--- src/rtl/seg_bus_decoder_pkg.sv ---
// Shared definitions for the seven-segment bus monitor: glyph patterns,
// FSM encoding and bus field offsets.
package seg_bus_decoder_pkg;

  // bus field offsets
  localparam int EN_LSB = 8;
  localparam int DP_BIT = 7;

  // active-low segment patterns, bit order g..a
  localparam logic [6:0] SEG_0     = 7'h40;
  localparam logic [6:0] SEG_1     = 7'h79;
  localparam logic [6:0] SEG_2     = 7'h24;
  localparam logic [6:0] SEG_3     = 7'h30;
  localparam logic [6:0] SEG_4     = 7'h19;
  localparam logic [6:0] SEG_5     = 7'h12;
  localparam logic [6:0] SEG_6     = 7'h02;
  localparam logic [6:0] SEG_7     = 7'h78;
  localparam logic [6:0] SEG_8     = 7'h00;
  localparam logic [6:0] SEG_9     = 7'h10;
  localparam logic [6:0] SEG_A     = 7'h08;
  localparam logic [6:0] SEG_B     = 7'h03;
  localparam logic [6:0] SEG_C     = 7'h46;
  localparam logic [6:0] SEG_D     = 7'h21;
  localparam logic [6:0] SEG_E     = 7'h06;
  localparam logic [6:0] SEG_F     = 7'h0E;
  localparam logic [6:0] SEG_BLANK = 7'h7F;

  typedef enum logic [1:0] {
    ST_OFF    = 2'd0,
    ST_SCAN   = 2'd1,
    ST_ACCEPT = 2'd2
  } state_t;

endpackage

--- src/rtl/seg_bus_decoder_glyph.sv ---
// Combinational seven-segment glyph decoder: active-low pattern to hex value.
// Blank and any non-hex pattern report legal = 0.
module seg7_glyph_decode
  import seg_bus_decoder_pkg::*;
(
  input  logic [6:0] pat,
  output logic [3:0] val,
  output logic       legal
);

  // table lookup; unknown patterns fall through as illegal
  always_comb begin
    val   = 4'h0;
    legal = 1'b1;
    case (pat)
      SEG_0: val = 4'h0;
      SEG_1: val = 4'h1;
      SEG_2: val = 4'h2;
      SEG_3: val = 4'h3;
      SEG_4: val = 4'h4;
      SEG_5: val = 4'h5;
      SEG_6: val = 4'h6;
      SEG_7: val = 4'h7;
      SEG_8: val = 4'h8;
      SEG_9: val = 4'h9;
      SEG_A: val = 4'hA;
      SEG_B: val = 4'hB;
      SEG_C: val = 4'hC;
      SEG_D: val = 4'hD;
      SEG_E: val = 4'hE;
      SEG_F: val = 4'hF;
      default: legal = 1'b0;
    endcase
  end

endmodule

--- src/rtl/seg_bus_decoder.sv ---
// Receive-side monitor for the multiplexed seven-segment bus. Synchronizes the
// bus, waits for a stable (digit, pattern) pair, decodes it and publishes
// per-digit value / dp / valid / error, plus frame and display-off status.
module seg_bus_decoder
  import seg_bus_decoder_pkg::*;
#(
  parameter int          NDIG       = 4,
  parameter int          STABLE_CNT = 4,
  parameter int          OFF_CNT    = 8,
  parameter int unsigned DIG_MASK   = 4'b0011
) (
  input  logic                 clk,
  input  logic                 rst,
  input  logic [NDIG+7:0]      segf,
  output logic [4*NDIG-1:0]    digits,
  output logic [NDIG-1:0]      dig_valid,
  output logic [NDIG-1:0]      dp,
  output logic [NDIG-1:0]      code_err,
  output logic                 frame_done,
  output logic                 disp_off
);

  localparam int KW = (NDIG > 1) ? $clog2(NDIG) : 1;
  localparam int CW = $clog2(NDIG + 1);
  localparam logic [NDIG-1:0] MASK = DIG_MASK[NDIG-1:0];
  localparam logic [3:0]      STAB = 4'(STABLE_CNT);

  logic [NDIG+7:0] s1, s;
  state_t          state;
  logic [3:0]      stab_cnt, stab_nxt;
  logic [7:0]      off_cnt;
  logic            cand_vld;
  logic [KW-1:0]   cand_k;
  logic [7:0]      cand_pat;
  logic [NDIG-1:0] prog, prog_nxt;

  logic [NDIG-1:0] en_n;
  logic [CW-1:0]   zcnt;
  logic [KW-1:0]   dig_k;
  logic            dig_ok, same, fire, trip, frame_hit;
  logic [3:0]      g_val;
  logic            g_legal;

  assign en_n = s[EN_LSB +: NDIG];

  // count active (low) enables and remember which one; one-hot means a digit
  always_comb begin
    zcnt  = '0;
    dig_k = '0;
    for (int i = 0; i < NDIG; i++) begin
      if (!en_n[i]) begin
        zcnt  = zcnt + CW'(1);
        dig_k = KW'(i);
      end
    end
  end

  assign dig_ok = (zcnt == CW'(1));
  assign same   = cand_vld && dig_ok && (dig_k == cand_k) && (s[7:0] == cand_pat);
  assign trip   = (s == '0) && ((int'(off_cnt) + 1) >= OFF_CNT);

  // stability counter: saturate on a repeat, restart on change, clear on no-digit
  always_comb begin
    stab_nxt = '0;
    if (dig_ok) begin
      if (same) stab_nxt = (stab_cnt == 4'hF) ? stab_cnt : stab_cnt + 4'd1;
      else      stab_nxt = 4'd1;
    end
  end

  // accept only on the transition into STAB so a long stable run fires once
  assign fire = dig_ok && (stab_nxt == STAB) && (!same || (stab_cnt != STAB));

  assign frame_hit = ((prog & MASK) == MASK);

  // completed frame clears first; a coincident accept lands in the next frame
  always_comb begin
    prog_nxt = frame_hit ? '0 : prog;
    if (trip)
      prog_nxt = '0;
    else if (fire && g_legal)
      prog_nxt[dig_k] = 1'b1;
  end

  seg7_glyph_decode u_glyph (
    .pat   (s[6:0]),
    .val   (g_val),
    .legal (g_legal)
  );

  // sync stages, counters, FSM and registered outputs
  always_ff @(posedge clk or posedge rst) begin
    if (rst) begin
      s1         <= '0;
      s          <= '0;
      state      <= ST_OFF;
      stab_cnt   <= '0;
      off_cnt    <= '0;
      cand_vld   <= 1'b0;
      cand_k     <= '0;
      cand_pat   <= '0;
      prog       <= '0;
      digits     <= '0;
      dig_valid  <= '0;
      dp         <= '0;
      code_err   <= '0;
      frame_done <= 1'b0;
      disp_off   <= 1'b1;
    end else begin
      s1         <= segf;
      s          <= s1;
      off_cnt    <= (s != '0) ? 8'd0 : ((off_cnt == 8'hFF) ? off_cnt : off_cnt + 8'd1);
      stab_cnt   <= stab_nxt;
      cand_vld   <= dig_ok;
      cand_k     <= dig_k;
      cand_pat   <= s[7:0];
      prog       <= prog_nxt;
      frame_done <= frame_hit;
      if (trip) begin
        disp_off  <= 1'b1;
        dig_valid <= '0;
        state     <= ST_OFF;
      end else begin
        case (state)
          ST_OFF: begin
            if (dig_ok) begin
              disp_off <= 1'b0;
              state    <= fire ? ST_ACCEPT : ST_SCAN;
            end
          end
          default: state <= fire ? ST_ACCEPT : ST_SCAN;
        endcase
        if (fire) begin
          if (g_legal) begin
            digits[{dig_k, 2'b00} +: 4] <= g_val;
            dp[dig_k]                   <= ~s[DP_BIT];
            dig_valid[dig_k]            <= 1'b1;
          end else begin
            code_err[dig_k] <= 1'b1;
          end
        end
      end
    end
  end

endmodule
--- config.mk ---
export PLATFORM = sky130hd
export DESIGN_NAME = seg_bus_decoder
export DESIGN_NICKNAME = d
export VERILOG_FILES = /design/src/rtl/seg_bus_decoder_pkg.sv /design/src/rtl/seg_bus_decoder_glyph.sv /design/src/rtl/seg_bus_decoder.sv
export SDC_FILE = /design/constraint.sdc
export NUM_CORES = 1
export LEC_CHECK = 0
export ABC_AREA = 0
export BUFFER_PORTS_ARGS = -buffer_cell sky130_fd_sc_hd__buf_2
export CAP_MARGIN = 25
export CORE_ASPECT_RATIO = 1.5
export CORE_MARGIN = 2
export CORE_UTILIZATION = 48
export CTS_CLUSTER_SIZE = 8
export DETAILED_ROUTE_END_ITERATION = 8
export PLACE_DENSITY_LB_ADDON = 0.3
export REMOVE_ABC_BUFFERS = 1
export SLEW_MARGIN = 20
export SYNTH_ARGS = -nofsm -noshare
export SYNTH_HDL_FRONTEND = slang
export SYNTH_SLANG_ARGS = --single-unit
--- constraint.sdc ---
create_clock -name clk -period 9.6 [get_ports clk]
set_clock_uncertainty 0.05 [all_clocks]
set_input_delay 2.88 -clock clk [delete_from_list [all_inputs] [get_ports clk]]
set_output_delay 2.88 -clock clk [all_outputs]
set_load 0.02 [all_outputs]
# Word level (Yosys, flattened, before mapping)
# Index checks and enable logic that the tools add are counted.
[word_totals] elab_cells=112 register_bits=83
[op_classes] add_sub_neg=7 n_reduce_logical=23 eq_ne=25 bitwise_logic=6 n_mux=31 magnitude_cmp=3 shift=2
[ops] operator="case mux 4 bit (15 select lines)" count=1
[ops] operator="2-to-1 mux 4 bit" count=9
[ops] operator="equality test 7 bit (second input constant)" count=4
[ops] operator="equality test 7 x 5 -> 1 bit (second input constant)" count=3
[ops] operator="equality test 7 x 6 -> 1 bit (second input constant)" count=3
[ops] operator="bitwise mux 16 bit" count=1
[ops] operator="2-to-1 mux 8 bit" count=2
[ops] operator="OR reduction 16 bit" count=1
[ops] operator="variable shift 4 x 6 -> 16 bit (first input constant)" count=1
[ops] operator="variable part select 4 x 6 -> 16 bit" count=1
[ops] operator="equality test 7 x 2 -> 1 bit (second input constant)" count=2
[ops] operator="equality test 7 x 4 -> 1 bit (second input constant)" count=2
[ops] operator="zero test 12 bit" count=1
[ops] operator="2-to-1 mux 2 bit" count=6
[ops] operator="OR 4 bit" count=3
[ops] operator="nonzero test 12 bit" count=1
[ops] operator="adder 3 x 1 -> 3 bit (second input constant)" count=3
[ops] operator="adder 8 x 1 -> 9 bit (second input constant)" count=1
[ops] operator=">= comparator 9 x 4 -> 1 bit (second input constant)" count=1
[ops] operator="2-to-1 mux 3 bit" count=3
[ops] operator="adder 8 x 1 -> 8 bit (second input constant)" count=1
[ops] operator="equality test 8 bit" count=1
[ops] operator="equality test 8 bit (second input constant)" count=1
[ops] operator="logical AND 1 bit" count=8
[ops] operator="other kinds (24)" count=37

# Depth between registers and ports, before layout
[logic_depth] word_depth=20 ltp_mapped=11

# Cells and area by module
# Synthesis repeated with hierarchy kept, for this count alone.
[hier_totals] hier_cells=316 hier_area_um2=3668.5
[by_module_without_submodules] module="seg_bus_decoder" n_inst=1 area_per_inst_um2=3275.6 cells_each=253 seq_area_each_um2=2028.2
[by_module_without_submodules] module="seg7_glyph_decode" n_inst=1 area_per_inst_um2=392.9 cells_each=63 seq_area_each_um2=0.0

# Least setup slack after synthesis
# OpenSTA, ideal clock, no wires.
[synth_timing] path_kind="register to output" start="register disp_off" end="output port disp_off" path_slack_ps=6108 t_arrival_ps=562 required_time_ps=6670 path_stages_with_launch=1 path_cell_list="dfstp_2"
[synth_rtl] item="from (decl)" line_no="seg_bus_decoder.sv:20" source="output logic disp_off"
[synth_rtl] item="from (signal assigned)" line_no="seg_bus_decoder.sv:108" source="disp_off <= 1'b1;"
[synth_rtl] item="from (signal assigned)" line_no="seg_bus_decoder.sv:120" source="disp_off <= 1'b1;"
[synth_rtl] item="from (signal assigned)" line_no="seg_bus_decoder.sv:127" source="disp_off <= 1'b0;"
# No word-level cell between the ends.

# Worst setup path in the final report
[layout_timing] start="register disp_off" end="output port disp_off"
# No word-level cell between the ends.

==> metrics.cfg <==
[routing]
drt_wl_total_um = 7140
ant_nets = 0
drc = 0
wl_per_cell_um = 15.6
drt_iter0_drc = 202
post_drt_via_cell_ratio = 5.55
via_count = 2547
drtPass1Iterations = 4

[clocking]
cts_sinks = 81
hold_buffers = 0
max-clock-path-buffers = 2
cts_resized = 0
ctsHtreeMaxLevel = 3
cts_root_buffer = clkbuf_16
cts_setup_buffers = 0
clk_latency_ns = 0.34
clk_pin_slew_ns = 0.06
cts_tree = yes
numCtsBuffers = 9

[final_layout]
drive_gt1_share_pct = 24.9
finalNonFillerCells = 459
diodes = 0
layout.nets = 373
area_growth_pct = 15.4

[run]
drv_cap = 0

[setup_path]
cp_num_buf_inv = 1
cpMaxStageDelayCell = dfstp_2
end_kind = output port
path_depth = 1
crit_chain = buf_2
cp_top_family = flip-flops
rr_worst_depth = 10
cp.arrival_ns = 1.03
cp.required_ns = 6.67
cpPeakStageDelay_ns = 0.53
startpoint_type = register
cp_max_fo = 2
path_class = register to output port

[power_and_ir_drop]
power.total_mw = 0.716
cellLeakagePower_nw = 1.98
vdd_drop_max_mv = 0.122
powerDensity_nw_per_um2 = 168

[synthesis]
synthAdderAreaFrac_pct = 2.37
synth_commonest_cells = dfrtp_1 (80), nor2_1 (21), nand2_1 (18), xnor2_1 (14), inv_1 (13)
yosysWarnings = 0
synthArstFlopShare_pct = 100
synth_ff_type = dfrtp_1
synth_top_family_by_area = simple AND/OR/NAND/NOR gates
syn-instance-count = 314
syn_avg_cell_area_um2 = 11.8
ys_top_cells_by_area = dfrtp_1 (54%), xnor2_1 (3.3%), mux2_2 (3.0%), ha_1 (2.4%), nor2_1 (2.1%)
synth_edf_count = 0
yosysSeqAreaShare_pct = 54.9
yosys_register_bits = 81
yosysUniqueCellTypes = 64
synthSimpleGateAreaFrac_pct = 17.0
yosys.area.top_type = dfrtp_1
yosys.cell_count.top_type = dfrtp_1
synth_mux_area_share_pct = 6.90
synth_compound_area_share_pct = 11.2
synth_area_um2 = 3700
synthXorXnorAreaFrac_pct = 3.79
synth_top_area_share_pct = 54.1

[sta]
slew_viol_final = 0
final.min_clock_period_ns = 3.96
rsz0062_at_grt = no
fin_crit_sh_pct = 41.2
tightest_slew_ns = 0.779
tns_ns = 0
worst_slack_ns = 5.64
hold_violations = 0
fmax_ghz = 0.253
relSlewSlack_pct = 47.7
setup_viol = 0

[floorplan]
start_util_pct = 48.9
die_h_um = 111
rows = 39
io_pins = 44
die_x_um = 75.7
dieArea_um2 = 8440
coreArea_um2 = 7560

[grt]
grt_pass1_wl_um = 12100
grt_pass1_vias = 2536
antenna_found_initial = 0
grt_usage_pct = 19.0
grt_max_degree = 82
grt-ovfl-total = 0

[place]
dp_hpwl_um = 4860
dpl.cell_count = 442
dp_slack_ns = 5.67
globalplace.congestion = 0.804
io_buffer_count = 43

[hold_path]
hold_depth = 0
hold_class = register to register

[run_status]
status = finished, final reports clean

stage by stage:
stage,cell area [um2],utilization (%),hold WS [ns]
6_report,4270,56.4,0.296
5_1_grt,4270,56.4,0.305
4_1_cts,4240,56.0,0.299
3_5_place_dp,3960,52.3,0.286
3_3_place_gp,3960,52.3,0.282
2_1_floorplan,3610,-,0.281
layout make-up:
cell class | instances | area (um2)
fill | 619 | 3300
sequential | 81 | 2030
multi-input combinational | 201 | 1530
timing repair buffer | 45 | 250
clock buffer | 9 | 225
tap | 102 | 128
clock inverter | 7 | 55.1
inverter | 14 | 53.8
registers in the layout (all words and copies together) (netlist names):
signal	cells
digits	16
cand_k	2
frame_done	1
s1	12
state	2
stab_cnt	4
cand_vld	1
dp	4
code_err	4
disp_off	1
dig_valid	4
s	12
off_cnt	8
prog	2
cand_pat	8
logic make-up (layout without fill, tap and decap cells):
| kind of cell | after synthesis | after routing |
|---|---|---|
| xor+xnor | 16 | 16 |
| fa+ha+maj | 7 | 7 |
| mux | 22 | 22 |
| buf+inv | 32 | 75 |
| flops | 81 | 81 |
| simple gates | 102 | 102 |
| compound gates | 54 | 54 |
worst reg2reg max path, cell delays in order (launching register included):
cell     delay, ns
dfrtp_1       0.49
inv_1         0.11
ha_1          0.34
xnor2_1       0.15
ha_1          0.31
or3_1         0.32
o211a_1       0.14
nor3_2        0.45
nand3_4       0.26
nor4_4        0.66
mux2_4        0.36
layout by cell type (no fill, tap or decap), types with 4 or more instances in the layout:
cell,n
dfrtp_1,80
buf_2,43
nor2_1,21
nand2_1,18
xnor2_1,14
inv_1,12
nand3_1,11
o21ai_0,10
nor3_1,10
mux2_2,10
clkbuf_16,9
ha_1,7
nand4_1,6
mux2i_1,6
a21oi_1,5
nor3b_1,4
mux2_4,4
a21o_1,4
o21a_1,4
report_power, final:
group / switching [mW] / total (mW) / internal, mW
Clock: 0.136 / 0.313 / 0.177
Sequential: 0.0133 / 0.363 / 0.350
Combinational: 0.0227 / 0.0390 / 0.0163
worst paths after layout:
kind	slack [ns]	to	startpoint
setup / recovery	5.64	disp_off	disp_off
hold / removal	0.30	s[11]	s1[11]
setup reg to reg	5.84	digits[4]	s[9]
hold reg to reg	0.30	s[11]	s1[11]
max in group asynchronous	6.35	disp_off	rst
min in group asynchronous	2.53	digits[0]	rst
layer usage:
layer	part of all wire, %	track usage (%)	vias to the layer above
met2	52	29.2	63
met1	42	24.4	1263
met5	0	0	-
li1	-	-	1204
met3	3.6	5.07	17
met4	2.5	9.71	0
Note: power is estimated with default switching activity, not from simulation.
